`src/rtl/beam_cfg_serializer_if.sv`:
```
// Sequencer-side bus of the beam-configuration serializer.
// Strobe semantics: cfg_valid is a one-cycle strobe with no ready; the serializer always accepts the word, and busy is status only.
interface beam_cfg_serializer_if #(
    parameter int WIDTH = 16
);
    logic [WIDTH-1:0] cfg_word;
    logic             cfg_valid;
    logic             busy;
    logic             done;
    logic             overrun;

    modport master (
        output cfg_word,
        output cfg_valid,
        input  busy,
        input  done,
        input  overrun
    );

    modport slave (
        input  cfg_word,
        input  cfg_valid,
        output busy,
        output done,
        output overrun
    );
endinterface

```
`src/rtl/beam_cfg_serializer.sv`:
```
// Shifts a parallel config word MSB-first onto the sclk/sdata/sle link of the beamformer,
// with one pending word so the sequencer can queue the next configuration mid-frame.
module beam_cfg_serializer #(
    parameter int WIDTH   = 16,
    parameter int CLK_DIV = 4
) (
    input  logic                  clk,
    input  logic                  rst,
    beam_cfg_serializer_if.slave  cfg,
    output logic                  sclk,
    output logic                  sdata,
    output logic                  sle,
    output logic [1:0]            state_o,
    output logic                  pend_valid_o
);
    localparam int CNT_W = $clog2(WIDTH);
    localparam int DIV_W = (CLK_DIV > 1) ? $clog2(CLK_DIV) : 1;

    typedef enum logic [1:0] {
        IDLE  = 2'd0,
        SETUP = 2'd1,
        HIGH  = 2'd2,
        LATCH = 2'd3
    } state_t;

    state_t           state_q;
    logic [WIDTH-1:0] shreg_q;
    logic [WIDTH-1:0] pend_q;
    logic             pend_valid_q;
    logic [CNT_W-1:0] bitcnt_q;
    logic [DIV_W-1:0] div_q;
    logic             busy_q;
    logic             done_q;
    logic             overrun_q;
    logic             sclk_q;
    logic             sdata_q;
    logic             sle_q;

    logic             tick;
    logic             capture;
    logic             launch;
    logic [WIDTH-1:0] launch_d;

    assign tick = (div_q == DIV_W'(CLK_DIV - 1));

    // A strobe on the final LATCH cycle launches directly instead of going to the pending slot.
    assign capture  = cfg.cfg_valid && (state_q != IDLE) && !((state_q == LATCH) && tick);
    assign launch   = ((state_q == IDLE) && cfg.cfg_valid) ||
                      ((state_q == LATCH) && tick && (cfg.cfg_valid || pend_valid_q));
    assign launch_d = ((state_q == LATCH) && !cfg.cfg_valid && pend_valid_q) ? pend_q : cfg.cfg_word;

    always_ff @(posedge clk or posedge rst) begin
        if (rst) begin
            state_q      <= IDLE;
            shreg_q      <= '0;
            pend_q       <= '0;
            pend_valid_q <= 1'b0;
            bitcnt_q     <= '0;
            div_q        <= '0;
            busy_q       <= 1'b0;
            done_q       <= 1'b0;
            overrun_q    <= 1'b0;
            sclk_q       <= 1'b0;
            sdata_q      <= 1'b0;
            sle_q        <= 1'b0;
        end else begin
            done_q    <= 1'b0;
            overrun_q <= 1'b0;

            if (capture) begin
                pend_q       <= cfg.cfg_word;
                pend_valid_q <= 1'b1;
                if (pend_valid_q) overrun_q <= 1'b1;
            end

            case (state_q)
                IDLE: begin
                    div_q <= '0;
                end
                SETUP: begin
                    if (tick) begin
                        div_q   <= '0;
                        sclk_q  <= 1'b1;
                        state_q <= HIGH;
                    end else begin
                        div_q <= div_q + DIV_W'(1);
                    end
                end
                HIGH: begin
                    if (tick) begin
                        div_q  <= '0;
                        sclk_q <= 1'b0;
                        if (bitcnt_q != '0) begin
                            shreg_q  <= shreg_q << 1;
                            sdata_q  <= shreg_q[WIDTH-2];
                            bitcnt_q <= bitcnt_q - CNT_W'(1);
                            state_q  <= SETUP;
                        end else begin
                            sdata_q <= 1'b0;
                            sle_q   <= 1'b1;
                            state_q <= LATCH;
                        end
                    end else begin
                        div_q <= div_q + DIV_W'(1);
                    end
                end
                LATCH: begin
                    if (tick) begin
                        div_q        <= '0;
                        sle_q        <= 1'b0;
                        done_q       <= 1'b1;
                        pend_valid_q <= 1'b0;
                        if (cfg.cfg_valid && pend_valid_q) overrun_q <= 1'b1;
                        state_q      <= IDLE;
                        busy_q       <= 1'b0;
                    end else begin
                        div_q <= div_q + DIV_W'(1);
                    end
                end
                default: begin
                    state_q <= IDLE;
                end
            endcase

            // Launching a frame overrides the IDLE fall-through above, so back-to-back frames keep busy high.
            if (launch) begin
                state_q  <= SETUP;
                shreg_q  <= launch_d;
                bitcnt_q <= CNT_W'(WIDTH - 1);
                sdata_q  <= launch_d[WIDTH-1];
                busy_q   <= 1'b1;
                div_q    <= '0;
            end
        end
    end

    assign cfg.busy     = busy_q;
    assign cfg.done     = done_q;
    assign cfg.overrun  = overrun_q;
    assign sclk         = sclk_q;
    assign sdata        = sdata_q;
    assign sle          = sle_q;
    assign state_o      = state_q;
    assign pend_valid_o = pend_valid_q;
endmodule

```
`src/flat_wrapper.sv`:
```
// flat-port wrapper written by rule: the top's interface ports become plain ports
module beam_cfg_serializer_flat 
#(
    parameter int WIDTH   = 16,
    parameter int CLK_DIV = 4
)
  (clk, rst, sclk, sdata, sle, state_o, pend_valid_o, cfg_cfg_word, cfg_cfg_valid, cfg_busy, cfg_done, cfg_overrun);
  beam_cfg_serializer_if #(.WIDTH(WIDTH)) cfg_i ();
  input  logic clk;
  input  logic rst;
  output logic sclk;
  output logic sdata;
  output logic sle;
  output logic [1:0] state_o;
  output logic pend_valid_o;
  input wire logic [$bits(cfg_i.cfg_word)-1:0] cfg_cfg_word;
  input wire logic [$bits(cfg_i.cfg_valid)-1:0] cfg_cfg_valid;
  output wire logic [$bits(cfg_i.busy)-1:0] cfg_busy;
  output wire logic [$bits(cfg_i.done)-1:0] cfg_done;
  output wire logic [$bits(cfg_i.overrun)-1:0] cfg_overrun;
  assign cfg_i.cfg_word = cfg_cfg_word;
  assign cfg_i.cfg_valid = cfg_cfg_valid;
  assign cfg_busy = cfg_i.busy;
  assign cfg_done = cfg_i.done;
  assign cfg_overrun = cfg_i.overrun;
  beam_cfg_serializer #(.WIDTH(WIDTH), .CLK_DIV(CLK_DIV)) u_core (.clk(clk), .rst(rst), .cfg(cfg_i), .sclk(sclk), .sdata(sdata), .sle(sle), .state_o(state_o), .pend_valid_o(pend_valid_o));
endmodule
```
`config.mk`:
```
export PLATFORM = sky130hd
export DESIGN_NAME = beam_cfg_serializer_flat
export DESIGN_NICKNAME = d
export VERILOG_FILES = /design/src/rtl/beam_cfg_serializer_if.sv /design/src/rtl/beam_cfg_serializer.sv /design/src/flat_wrapper.sv
export SDC_FILE = /design/constraint.sdc
export NUM_CORES = 1
export LEC_CHECK = 0
export ABC_AREA = 1
export BUFFER_PORTS_ARGS = -buffer_cell sky130_fd_sc_hd__buf_2
export CELL_PAD_IN_SITES_DETAIL_PLACEMENT = 0
export CELL_PAD_IN_SITES_GLOBAL_PLACEMENT = 2
export CORE_UTILIZATION = 30
export CTS_CLUSTER_SIZE = 25
export DETAILED_ROUTE_END_ITERATION = 10
export PLACE_DENSITY_LB_ADDON = 0.1
export SLEW_MARGIN = 5
export SYNTH_ARGS = -nofsm -noshare
export SYNTH_HDL_FRONTEND = slang
export SYNTH_SLANG_ARGS = --single-unit
```
`constraint.sdc`:
```
create_clock -name clk -period 2.65 [get_ports clk]
set_input_delay 0.53 -clock clk [delete_from_list [all_inputs] [get_ports clk]]
set_output_delay 0.53 -clock clk [all_outputs]
set_load 0.05 [all_outputs]
```
# Word level (Yosys, flattened, before mapping)
# Index checks and enable logic that the tools add are counted.
word_totals:
  reg_bits: 46
op_classes:
  add_sub_neg: 2
  eq_ne: 11
  mux: 40
  reduce_logical: 29
ops:
  columns: ["cell", "count"]
  rows:
  - ["15-bit two-way mux", 4]
  - ["1-bit two-way mux", 20]
  - ["16-bit two-way mux", 1]
  - ["4-bit two-way mux", 4]
  - ["2-bit two-way mux", 7]
  - ["2-bit nonzero test", 7]
  - ["3-bit by 1-bit inequality test with 1-bit output, second input constant", 3]
  - ["1-bit logical AND", 8]
  - ["4-bit AND reduction", 2]
  - ["4-bit nonzero test", 2]
  - ["2-bit equality test, second input constant", 3]
  - ["2-bit by 1-bit inequality test with 1-bit output, second input constant", 3]
  - ["2-bit one-hot mux with 3 select lines", 1]
  - ["3-bit AND reduction", 2]
  - ["1-bit one-hot mux with 2 select lines", 2]
  - ["2-bit one-hot mux with 2 select lines", 1]
  - ["2-bit AND reduction", 2]
  - ["4-bit by 1-bit subtractor with 4-bit output, second input constant", 1]
  - ["3-bit OR reduction", 1]
  - ["2-bit by 1-bit adder with 2-bit output, second input constant", 1]
  - ["2-bit by 1-bit equality test with 1-bit output, second input constant", 1]
  - ["1-bit zero test", 2]
  - ["2-bit zero test", 1]
  - ["1-bit logical OR", 2]
  - ["2-bit inequality test, second input constant", 1]

# Logic depth before layout (Yosys ltp)
depth:
  word_depth: 8
  ltp_mapped: 11

# Worst setup path before layout
# Ideal clock, no wire load.
synth_timing:
  kind: "register to register"
  from: "register u_core.state_q[0], in the netlist u_core.state_o[0]"
  to: "register u_core.shreg_q[1]"
  setup_time_ns: 0.065
  arrival_ns: 1.872
  setup_slack_ns: 0.713
  path_stages_with_launch: 12
  path_buffers: 2
  synth_period_minus_slack_ns: 1.937
  cell_sequence: "dfrtp_1 > inv_1 > ha_1 > nand2_2 > nand2_2 > o21ai_2 > buf_6 > buf_8 > nand2_1 > nand2_1 > nand2_1 > nand2_1"
synth_via:
  elab_chain_len: 6
synth_rtl:
  columns: ["item", "line", "rtl"]
  rows:
  - ["start: declaration", "beam_cfg_serializer.sv:26", "state_t state_q;"]
  - ["start signal: assignment", "beam_cfg_serializer.sv:54", "state_q <= IDLE;"]
  - ["start signal: assignment", "beam_cfg_serializer.sv:84", "state_q <= HIGH;"]
  - ["start signal: assignment", "beam_cfg_serializer.sv:97", "state_q <= SETUP;"]
  - ["2-bit equality test", "beam_cfg_serializer.sv:49, beam_cfg_serializer.sv:50", null]
  - ["1-bit logical AND (2 in a row)", "beam_cfg_serializer.sv:49", "((state_q == LATCH) && tick && (cfg.cfg_valid || pend_valid_q));"]
  - ["1-bit logical OR", "beam_cfg_serializer.sv:48", "assign launch = ((state_q == IDLE) && cfg.cfg_valid) ||"]
  - ["2-bit nonzero test (no line)", null, null]
  - ["3-bit AND reduction (no line)", null, null]
  - ["end signal: assignment", "beam_cfg_serializer.sv:94", "shreg_q <= shreg_q << 1;"]
  - ["end signal: assignment", "beam_cfg_serializer.sv:128", "shreg_q <= launch_d;"]
  - ["end: declaration", "beam_cfg_serializer.sv:27", "logic [WIDTH-1:0] shreg_q;"]
# Parallel ways exist; a longest one is shown, timed or not.
# A chain may end at the register's enable or synchronous reset.

# Final worst setup path
layout_timing:
  from: "register u_core.state_q[0], in the netlist u_core.state_o[0]"
  to: "register u_core.shreg_q[6]"
# The elaborated chain is that of the path after synthesis.

==> impl_metrics.csv <==
group,metric,value,unit
outcome,result_of_the_run,"finished, final reports clean",
clock_tree,clock_tree.htree_level_count,2,
cells_and_area,antenna_cells,0,
logic_synthesis,synthCells,325,
timing,fmax,0.519,GHz
cells_and_area,design.final.nets,379,
power,power.net_switching,1.26,mW
logic_synthesis,synth.area.mux_share,0,
timing,final_max_slew_viol_count,0,
clock_tree,clockBufferDepth,2,
logic_synthesis,netlist.area_leader.share,0.462,
logic_synthesis,synthesis.area,2490,um2
power,power.share.clock,0.151,
die,die_width,93.2,um
grt,gr-usage-met1,0.209,
power,power_report.internal_total,1.57,mW
timing,period_needed,1930,ps
detailed_routing,post-route-drc-count,0,
power,irDropWorstVdd,0.323,mV
power,switching_part_of_the_total,0.445,
grt,groute.usage.overall,0.172,
logic_synthesis,yosys.area_share.adder,0.0452,
die,row_count,32,
detailed_routing,routed_wl,6490,um
critical_path,start_point_of_the_critical_path,"u_core.state_o[0]",
power,cellPowerDensity,1020,nW/um2
timing,fin_tns_setup,0,ps
grt,grt_start_max_net_pins,28,
critical_path,worstReg2RegStart,"u_core.state_o[0]",
grt,use_met2,0.316,
timing,max_slew_margin,0.568,
cells_and_area,final_layout_size_suffix_gt1_frac,0.160,
power,power.static_leakage,1.56,nW
logic_synthesis,yosysUniqueCellTypes,28,
clock_tree,holdBufCountCts,0,
logic_synthesis,synth_top_family_by_area,"simple AND/OR/NAND/NOR gates",
worst_hold_path,hold_path.class,"in -> async",
detailed_routing,via_per_instance_ratio,4.58,
logic_synthesis,synth_compound_area_frac,0.0427,
grt,grt_first_pass_wirelength,11400,um
power,share_comb_of_total_power,0.444,
die,die-height,93.2,um
logic_synthesis,synth_top_area_cell,"dfrtp_1",
detailed_routing,wl_per_cell,14.3,um
logic_synthesis,post_synth_xor_area_fraction,0.00351,
die,initial_core_util,0.316,
timing,final.period_utilization,0.727,
power,power.share.sequential,0.404,
grt,grt_overflow,0,
clock_tree,clkTransAtPathRegs,90,ps
logic_synthesis,ys_seq_area_frac,0.462,
timing,setup_repair_after_global_routing_missed_its_margin,"false",
grt,grt_use_met3,0.0301,
grt,global_route.peak_usage_layer,"met2",
logic_synthesis,yosys_warnings,0,
clock_tree,post_cts_repair_resize_count,0,
logic_synthesis,syn-num-nets,353,
job,max-cap-violations,0,
timing,hold_ws,316,ps
clock_tree,worstSkewPairLatency,290,ps
critical_path,critPathCaptureType,"flip-flop",
clock_tree,post_cts_buffers,0,
detailed_routing,dr.first_iter.drc_count,79,
die,design.die.area,8680,um2
critical_path,worst-endpoint-required,2890,ps
logic_synthesis,ys_ff_latch,46,
placement,place_congestion,0.721,
detailed_routing,drt_first_pass_iters,4,
critical_path,start_kind,"flip-flop",
logic_synthesis,synthTopCellsByArea,"dfrtp_1 (46%), nand2_1 (24%), ha_1 (4.5%)",
clock_tree,cts.sinks,46,
timing,finalSetupViolCount,0,
timing,timing_hold_violations_final,0,
detailed_routing,postRouteAntennaNets,0,
logic_synthesis,synth_area_per_cell,7.67,um2
grt,number_of_antenna_violations_at_the_first_check_in_global_routing,0,
timing,worst_pin_slew,648,ps
die,core,7890,um2
critical_path,path_max_fanout,17,
die,top_level_ports,28,
placement,io_buffer_count,27,
grt,first_global_vias,2327,
cells_and_area,syn_to_final_growth,11.3,%
critical_path,arrival,2170,ps
clock_tree,cts.root.buffer_cell,"clkbuf_8",
detailed_routing,route.vias.total,2076,
placement,hpwl,4460,um
critical_path,criticalPathCategory,"reg -> reg",
timing,worst_clock_skew,3.49,ps
logic_synthesis,synth-simple-area-share,0.370,
clock_tree,cts_inserted_buffers,5,
clock_tree,clock_tree_from_tritoncts,"yes",
[through the flow]
step / cell area (um2) / utilization / power (mW) / worst slack [ps] / instances
3_5_place_dp: 2700 / 0.342 / 2.44 / 700 / 446
5_1_grt: 2780 / 0.352 / 3.13 / 499 / 453
3_3_place_gp: 2700 / 0.342 / 2.44 / 698 / 446
6_report: 2780 / 0.352 / 2.83 / 724 / 453
2_1_floorplan: 2490 / - / 2.15 / 713 / 325
4_1_cts: 2780 / 0.352 / 2.88 / 672 / 453
[path summary, 6_finish.rpt]
check                                           to  slack (ps)  depth (start not counted)
worst max-delay path             u_core.shreg_q[6]         720                          9
worst min-delay path            u_core.bitcnt_q[1]         320                          2
worst max register to register   u_core.shreg_q[6]         720                          9
worst min register to register     u_core.div_q[0]         450                          1
max in group asynchronous        u_core.pend_q[12]        1720                          3
min in group clk                   u_core.div_q[0]         450                          1
[placed cells by master, fill, tap and decap left out]
cell and count:
nand2_1 159, dfrtp_1 46, buf_2 27, nand3_1 20
inv_1 16, nand4_1 14, o21ai_0 9, ha_1 9
nor2_1 8, buf_4 8, nand2_2 5, clkbuf_8 5
inv_2 4, a21oi_1 3, nand2_4 2, o211ai_1 2
and2_1 2, clkbuf_1 2, nor2_4 1, a21oi_2 1
nand3_2 1, o21ai_2 1, xor2_1 1, nand3b_1 1
nor4_1 1, a211oi_1 1, or2_2 1, o22ai_1 1
[cell type report]
| cell class | instances | area (um2) |
|---|---|---|
| sequential | 46 | 1150 |
| inverter | 20 | 75.1 |
| multi-input combinational | 243 | 1150 |
| fill | 876 | 5110 |
| tap | 102 | 128 |
| clock buffer | 7 | 76.3 |
| timing repair buffer | 35 | 195 |
[power by group through the flow]
stage                     logic (mW)  clock network [mW]  registers [mW]
after CTS                       1.29               0.445            1.15
final                           1.26               0.429            1.14
after floorplan                0.883                   0            1.27
after global placement          1.28                   0            1.16
after global routing            1.48               0.470            1.18
after detailed placement        1.28                   0            1.16
[routing by layer]
metal	routed length (um)	share of wire
met5	0	0
met2	3200	0.49
met1	3100	0.48
met3	144	0.022
met4	53	0.0082
[cells in the mapped netlist]
master / number
inv_2: 3
buf_4: 8
nand3_1: 20
buf_8: 1
nand3_2: 1
buf_6: 1
and2_1: 2
ha_1: 9
nor2_1: 8
a211oi_1: 1
o21ai_2: 1
nand2_4: 2
or2_2: 1
inv_1: 17
o211ai_1: 2
nand3b_1: 1
xor2_1: 1
o22ai_1: 1
nand4_1: 14
a21oi_2: 1
nand2_1: 159
a21oi_1: 3
nor2_4: 1
nor4_1: 1
dfrtp_1: 46
nand2_2: 5
o21ai_0: 9
buf_2: 6
[cell families (layout without fill, tap and decap cells)]
group	after synthesis	in the layout
AOI/OAI and AO/OA	18	18
and+or+nand+nor	215	215
DFF	46	46
buffers and inverters	36	62
xor gates and xnor gates	1	1
adders and majority gates	9	9
[worst max-delay path, stage by stage (launching register included)]
cell and delay (ps):
dfrtp_1 460, inv_1 130, ha_1 310, nand2_2 160
nand2_2 70, o21ai_2 110, nand2_4 180, inv_2 270
nand2_1 90, nand2_1 80
[sequential cells by signal, summed over array words and instances (netlist names)]
| name | cells |
|---|---|
| u_core.div_q | 2 |
| u_core.pend_q | 16 |
| u_core.sle | 1 |
| u_core.sdata | 1 |
| u_core.shreg_q | 15 |
| u_core.bitcnt_q | 4 |
| u_core.state_o | 2 |
| u_core.pend_valid_o | 1 |
| u_core.cfg.overrun | 1 |
| u_core.cfg.done | 1 |
| u_core.cfg.busy | 1 |
| u_core.sclk | 1 |
No activity file was read; power rests on OpenSTA's default activity.
